--- src/rtl/sim_phase_ctrl_pkg.sv ---
// Shared definitions for the timestep sequencer: particle/grid geometry,
// the grid address type and the phase enumeration.
package sim_phase_ctrl_pkg;

    localparam int unsigned NUM_PARTICLES = 8;
    localparam int unsigned PADDR_W       = $clog2(NUM_PARTICLES);

    // Grid words per bank; the sweep issues one paired request per two words.
    localparam int unsigned GRID_WORDS = 16;
    localparam int unsigned GADDR_W    = $clog2(GRID_WORDS);
    localparam int unsigned NUM_REQS   = GRID_WORDS / 2;
    localparam int unsigned WIDX_W     = (NUM_REQS > 1) ? $clog2(NUM_REQS) : 1;

    typedef logic [GADDR_W-1:0] addr_t;

    typedef enum logic [2:0] {
        IDLE,
        ISSUE,
        WAIT_SC,
        SWEEP,
        DRAIN
    } phase_t;

    // Address of pair member p for word index w, i.e. 2*w + p.
    function automatic addr_t pair_addr(input logic [WIDX_W-1:0] w, input logic p);
        return addr_t'({w, p});
    endfunction

endpackage

--- src/rtl/sim_phase_ctrl_valid_delay.sv ---
// Fixed-latency delay line for a single valid strobe.
// Ports:
//   clk_i    clock
//   rst_ni   synchronous active-low reset, clears every stage
//   valid_i  strobe in
//   valid_o  strobe in, delayed LAT cycles (holes preserved)
//   busy_o   high while any strobe is still in flight (including the output stage)
module valid_delay #(
    parameter int unsigned LAT = 2
) (
    input  logic clk_i,
    input  logic rst_ni,
    input  logic valid_i,
    output logic valid_o,
    output logic busy_o
);

    logic [LAT-1:0] shreg_q, shreg_d;

    // Truncating cast drops the oldest stage; also covers LAT == 1.
    always_comb begin
        shreg_d = LAT'({shreg_q, valid_i});
    end

    always_ff @(posedge clk_i) begin
        if (!rst_ni) begin
            shreg_q <= '0;
        end else begin
            shreg_q <= shreg_d;
        end
    end

    assign valid_o = shreg_q[LAT-1];
    assign busy_o  = |shreg_q;

endmodule

--- src/rtl/sim_phase_ctrl.sv ---
// Timestep sequencer for the scatterer / charge-grid datapath. Each timestep
// streams all particles into the scatterer, waits for scatter completion,
// sweeps the charge grid with paired read requests and drains the returning
// charge strobes. Being the sole source of valid_scatter and valid_req, it keeps
// scatter and solve off the grid ports at the same time.
// Ports:
//   clk, rst (sync, active-low)
//   start, cfg_steps           run request and timestep count (sampled in IDLE)
//   pmem_raddr, pmem_re        particle memory read port
//   valid_scatter              particle_in valid, PMEM_LAT after pmem_re
//   scatter_done               scatterer finished (honoured in WAIT_SC only)
//   solver_ready               solver accepts a charge pair CHARGE_LAT later
//   valid_req, grid_addr_out   paired grid read request
//   charge_valid               valid_req delayed CHARGE_LAT cycles
//   step_cnt, busy, run_done   progress / status
module sim_phase_ctrl
    import sim_phase_ctrl_pkg::*;
#(
    parameter int unsigned NUM_STEPS_W = 16,
    parameter int unsigned PMEM_LAT    = 2,
    parameter int unsigned CHARGE_LAT  = 8
) (
    input  logic                   clk,
    input  logic                   rst,
    input  logic                   start,
    input  logic [NUM_STEPS_W-1:0] cfg_steps,
    output logic [PADDR_W-1:0]     pmem_raddr,
    output logic                   pmem_re,
    output logic                   valid_scatter,
    input  logic                   scatter_done,
    input  logic                   solver_ready,
    output logic                   valid_req,
    output addr_t [3:0][1:0]       grid_addr_out,
    output logic                   charge_valid,
    output logic [NUM_STEPS_W-1:0] step_cnt,
    output logic                   busy,
    output logic                   run_done
);

    localparam int unsigned DCNT_W = $clog2(CHARGE_LAT + 1);

    phase_t                 state_q, state_d;
    logic [PADDR_W-1:0]     paddr_q, paddr_d;
    logic [WIDX_W-1:0]      widx_q, widx_d;
    logic [DCNT_W-1:0]      dcnt_q, dcnt_d;
    logic [NUM_STEPS_W-1:0] steps_q, steps_d;
    logic [NUM_STEPS_W-1:0] step_cnt_q, step_cnt_d;
    logic                   run_done_q, run_done_d;

    logic vs_busy, cv_busy;
    logic last_particle, last_word, drain_done, last_step;

    assign last_particle = (paddr_q == PADDR_W'(NUM_PARTICLES - 1));
    assign last_word     = (widx_q == WIDX_W'(NUM_REQS - 1));
    // Counter gives the nominal latency; the pipe check guarantees no strobe is lost.
    assign drain_done    = (dcnt_q == DCNT_W'(CHARGE_LAT)) && !cv_busy;
    assign last_step     = ((step_cnt_q + NUM_STEPS_W'(1)) == steps_q);

    // State register
    always_ff @(posedge clk) begin
        if (!rst) begin
            state_q <= IDLE;
        end else begin
            state_q <= state_d;
        end
    end

    // Next-state logic
    always_comb begin
        state_d = state_q;
        unique case (state_q)
            IDLE:    if (start && (cfg_steps != '0)) state_d = ISSUE;
            ISSUE:   if (last_particle) state_d = WAIT_SC;
            WAIT_SC: if (scatter_done && !vs_busy) state_d = SWEEP;
            SWEEP:   if (solver_ready && last_word) state_d = DRAIN;
            DRAIN:   if (drain_done) state_d = last_step ? IDLE : ISSUE;
            default: state_d = IDLE;
        endcase
    end

    // Output logic
    always_comb begin
        pmem_re       = 1'b0;
        valid_req     = 1'b0;
        grid_addr_out = '0;
        if (state_q == ISSUE) begin
            pmem_re = 1'b1;
        end
        if ((state_q == SWEEP) && solver_ready) begin
            valid_req = 1'b1;
            // Outer index is the lane copy, inner index the pair member.
            for (int j = 0; j < 4; j++) begin
                for (int p = 0; p < 2; p++) begin
                    grid_addr_out[j][p] = pair_addr(widx_q, 1'(p));
                end
            end
        end
    end

    assign pmem_raddr = paddr_q;
    assign step_cnt   = step_cnt_q;
    assign busy       = (state_q != IDLE);
    assign run_done   = run_done_q;

    // Counters and run bookkeeping
    always_comb begin
        paddr_d    = paddr_q;
        widx_d     = widx_q;
        dcnt_d     = '0;
        steps_d    = steps_q;
        step_cnt_d = step_cnt_q;
        run_done_d = 1'b0;
        unique case (state_q)
            IDLE: begin
                if (start) begin
                    steps_d    = cfg_steps;
                    step_cnt_d = '0;
                    run_done_d = (cfg_steps == '0);
                end
            end
            ISSUE: paddr_d = last_particle ? '0 : paddr_q + PADDR_W'(1);
            SWEEP: begin
                if (solver_ready) begin
                    widx_d = last_word ? '0 : widx_q + WIDX_W'(1);
                end
            end
            DRAIN: begin
                if (drain_done) begin
                    step_cnt_d = step_cnt_q + NUM_STEPS_W'(1);
                    run_done_d = last_step;
                end else if (dcnt_q != DCNT_W'(CHARGE_LAT)) begin
                    dcnt_d = dcnt_q + DCNT_W'(1);
                end else begin
                    dcnt_d = dcnt_q;
                end
            end
            default: ;
        endcase
    end

    always_ff @(posedge clk) begin
        if (!rst) begin
            paddr_q    <= '0;
            widx_q     <= '0;
            dcnt_q     <= '0;
            steps_q    <= '0;
            step_cnt_q <= '0;
            run_done_q <= 1'b0;
        end else begin
            paddr_q    <= paddr_d;
            widx_q     <= widx_d;
            dcnt_q     <= dcnt_d;
            steps_q    <= steps_d;
            step_cnt_q <= step_cnt_d;
            run_done_q <= run_done_d;
        end
    end

    valid_delay #(
        .LAT(PMEM_LAT)
    ) u_scatter_dly (
        .clk_i  (clk),
        .rst_ni (rst),
        .valid_i(pmem_re),
        .valid_o(valid_scatter),
        .busy_o (vs_busy)
    );

    valid_delay #(
        .LAT(CHARGE_LAT)
    ) u_charge_dly (
        .clk_i  (clk),
        .rst_ni (rst),
        .valid_i(valid_req),
        .valid_o(charge_valid),
        .busy_o (cv_busy)
    );

endmodule
--- config.mk ---
export PLATFORM = sky130hd
export DESIGN_NAME = sim_phase_ctrl
export DESIGN_NICKNAME = d
export VERILOG_FILES = /design/src/rtl/sim_phase_ctrl_pkg.sv /design/src/rtl/sim_phase_ctrl_valid_delay.sv /design/src/rtl/sim_phase_ctrl.sv
export SDC_FILE = /design/constraint.sdc
export NUM_CORES = 1
export LEC_CHECK = 0
export ABC_CLOCK_PERIOD_IN_PS = 2360
export BUFFER_PORTS_ARGS = -buffer_cell sky130_fd_sc_hd__buf_2
export CAP_MARGIN = 20
export CELL_PAD_IN_SITES_DETAIL_PLACEMENT = 0
export CELL_PAD_IN_SITES_GLOBAL_PLACEMENT = 1
export CORE_MARGIN = 10
export CORE_UTILIZATION = 30
export DETAILED_ROUTE_END_ITERATION = 8
export GPL_ROUTABILITY_DRIVEN = 0
export PLACE_DENSITY_LB_ADDON = 0.1
export SYNTH_ARGS = -nofsm -noshare
export SYNTH_HDL_FRONTEND = slang
export SYNTH_HIERARCHICAL = 1
export SYNTH_SLANG_ARGS = --single-unit
--- constraint.sdc ---
create_clock -name clk -period 2.36 [get_ports clk]
set_input_delay 0.118 -clock clk [delete_from_list [all_inputs] [get_ports clk]]
set_output_delay 0.118 -clock clk [all_outputs]
set_load 0.03 [all_outputs]
==> reports/metrics.yaml <==
outcome: "completed"
critical_path_peak_fanout: 10
die_y_um: 123.2
fmaxAchievable_ghz: 0.4680
wirelength_per_cell_um: 15.76
synth_seq_cells: 56
rr_endpoint: "run_done"
timing.critical_path.slowest_cell_delay_ns: 0.56
worst_setup_path_end_kind: "flop"
grt_first_pass_wirelength_mm: 14.29
cts-root-buf: "sky130_fd_sc_hd__clkbuf_8"
dieWidth_um: 123.2
postLayoutCellArea_um2: 3633
via_count_of_the_routed_design: 2726
type_of_the_setup_path_with_the_least_slack: "flop to flop"
critPathTopFamily: "simple AND/OR/NAND/NOR gates"
cts-hold-fix-buffers: 0
yosys_warnings: 6
cap_viol_max_count: 0
rsz0062_at_grt: "no"
numCtsBuffers: 5
p_leak_nw: 1.588
finalSetupTns_ns: 0
synth_area_leader_cell: "sky130_fd_sc_hd__dfxtp_1"
final_layout_size_suffix_gt1_frac: 0.2598
swShare: 0.2838
post_drt_via_cell_ratio: 4.774
fp-row-count: 37
drc: 0
total_switching_power_uw: 501.0
worstPathBufferInverterCount: 0
timing.hold.worst_endpoint: "steps_q[0]"
clk_latency_ns: 0.32
cp_data_required_time_ns: 2.63
synth.distinct_cells: 55
power_density_over_cell_area_nw_per_um2: 485.9
buffer_ports.inserted: 73
slowest_stage: "sky130_fd_sc_hd__dfxtp_1"
final_core_util: 0.3504
hold_path_depth: 3
final-max-slew-violation-count: 0
syn2layout_area_growth_pct: 13.79
io_pins: 78
initial_antenna_violation_count: 0
antenna-diode-count: 0
min_path_type: "primary input to flop"
hold_path_startpoint: "cfg_steps[0]"
htree_num_levels: 2
netlist_top_cells_area: "sky130_fd_sc_hd__dfxtp_1, sky130_fd_sc_hd__buf_4, sky130_fd_sc_hd__a21oi_1"
drt_iter0_markers: 97
placedInstanceArea_um2: 3528
instances_no_fill: 571
die-area_um2: 15170
layout.cells.most_common: "sky130_fd_sc_hd__buf_2"
worstSetupStartpointType: "flop"
detailedRoute.firstPassIterationCount: 4
worst_vdd_drop_mv: 0.2534
timing.final.crit_share: 0.9053
final_antenna_net_count: 0
finalPower_mw: 1.765
asyncSetResetFlopFracSynth: 0
p_comb_frac: 0.112
grt_pass1_vias: 2676
clkSinkCount: 56
setup.reg_to_reg.worst_slack_ns: 0.22
synthesis.area_um2: 3193
final_hold_fails: 0
power_frac_seq: 0.563
top_ff_cell_synth: "sky130_fd_sc_hd__dfxtp_1"
average_footprint_of_a_synthesized_cell_um2: 8.272
most-common-layout-cells: "sky130_fd_sc_hd__buf_2, sky130_fd_sc_hd__dfxtp_1, sky130_fd_sc_hd__nand2_1"
internal_power_mw: 1.264
cts_max_path_buffers: 2
share_clk_of_total_power: 0.324
worst-endpoint-arrival_ns: 2.41
grt_max_degree: 20
worst-r2r-cell-count: 6
hpwl_detailed_mm: 6.931
placed_cells_incl_taps: 563
clock-skew-final_ns: 0.009799
gr-total-overflow: 0
path_cells: "nand3_2, nor4_4, xnor2_1, nand2_1, nor4_2, a41o_1"
floorplan.initialDensity: 0.3079
setup_violations: 0
synth.top_cell.area_share: 0.3511
finish.net_count: 462
syn_inst: 386
synth_sequential_area_ratio: 0.3511
cts_tree: "built"
worst_setup_hold_path_clk_slew_ns: 0.11
postRouteWirelength_mm: 9.000
fin_crit_ns: 2.137
regToRegStartpoint: "step_cnt[7]"
number_of_synthesized_flops_with_an_enable_pin: 0
grt_usage: 0.1173
core_area_um2: 10370
power groups by stage:
stage                     Clock [mW]  Sequential, mW  Combinational, mW
after floorplan                    0            1.01              0.133
after global placement             0            1.02              0.201
after detailed placement           0            1.02              0.201
after CTS                      0.605           0.995              0.202
after global routing           0.633           0.999              0.221
final                          0.573           0.994              0.198
worst register-to-register path: stages, from the launching register on:
cell and delay (ns):
sky130_fd_sc_hd__dfxtp_1 0.56, sky130_fd_sc_hd__nand3_2 0.29, sky130_fd_sc_hd__nor4_4 0.44, sky130_fd_sc_hd__xnor2_1 0.17, sky130_fd_sc_hd__nand2_1 0.09, sky130_fd_sc_hd__nor4_2 0.31, sky130_fd_sc_hd__a41o_1 0.21
per-stage QoR:
stage,setup slack (ns),hold WS [ns]
after floorplan,0.1841,0.2397
after global placement,0.1492,0.3715
after detailed placement,0.1627,0.3806
after CTS,0.1362,0.02184
after global routing,0.02631,0.03814
final,0.2234,0.03710
how the worst max path moves through the flow:
stage | slack [ns] | startpoint | endpoint | depth (start not counted)
finish | 0.22 | step_cnt[7] | run_done | 6
global route | 0.03 | step_cnt[7] | run_done | 6
CTS | 0.14 | step_cnt[7] | run_done | 6
detailed placement | 0.16 | step_cnt[7] | run_done | 6
global placement | 0.15 | step_cnt[7] | run_done | 6
floorplan | 0.18 | state_q[1] | grid_addr_out[13] | 5
cell families (layout without fill, tap and decap cells):
logic type                 count (synthesis)  after routing  share of synthesized area
adders and majority gates                  7              7                    0.02743
AOI/OAI and AO/OA                         69             69                     0.1270
muxes                                      7              7                    0.02234
xor gates and xnor gates                  25             25                    0.07093
other                                      1              4                   0.001174
DFF                                       56             56                     0.3511
buffers and inverters                     55            101                     0.1074
and+or+nand+nor                          166            166                     0.2927
sequential cells by signal, summed over array words and instances (netlist names):
name / count
dcnt_q: 4
state_q: 3
run_done: 1
u_charge_dly/shreg_q: 8
steps_q: 16
widx_q: 3
pmem_raddr: 3
step_cnt: 16
u_scatter_dly/shreg_q: 2
routing by layer:
metal | GRT usage | vias to the layer above | share of wire | routed length, µm
li1 | - | 1408 | - | -
met1 | 0.1626 | 1256 | 0.50 | 4473
met2 | 0.1808 | 56 | 0.43 | 3907
met3 | 0.02552 | 6 | 0.061 | 547
met4 | 0.02838 | 0 | 0.0079 | 71
met5 | 0 | - | 0 | 0
cell type report:
| cell class | count | area (µm²) |
|---|---|---|
| fillers | 1167 | 6736 |
| multi-input cells | 278 | 1749 |
| flip-flops and latches | 56 | 1121 |
| repair buffers | 88 | 478.0 |
| well taps | 136 | 170.2 |
| clock buffers | 5 | 68.82 |
| clock inverters | 3 | 27.53 |
| inverters | 5 | 18.77 |
cell usage after synthesis (7+ instances only):
cell / count
sky130_fd_sc_hd__nor4_1: 7
sky130_fd_sc_hd__or3_1: 7
sky130_fd_sc_hd__nand4_1: 7
sky130_fd_sc_hd__nand2_1: 46
sky130_fd_sc_hd__nor2_1: 26
sky130_fd_sc_hd__dfxtp_1: 56
sky130_fd_sc_hd__clkbuf_1: 7
sky130_fd_sc_hd__ha_1: 7
sky130_fd_sc_hd__a21oi_1: 36
sky130_fd_sc_hd__buf_2: 10
sky130_fd_sc_hd__o21ai_0: 14
sky130_fd_sc_hd__buf_4: 31
sky130_fd_sc_hd__and2_1: 16
sky130_fd_sc_hd__xnor2_1: 15
sky130_fd_sc_hd__nand3_1: 17
sky130_fd_sc_hd__xor2_1: 9
what timing repair did:
action                                  in CTS  in global routing
endpoints found under the setup margin       0                  1
buffers inserted                             0                  0
resized for setup                            0                  1
Power figures use the tool's default switching activity.
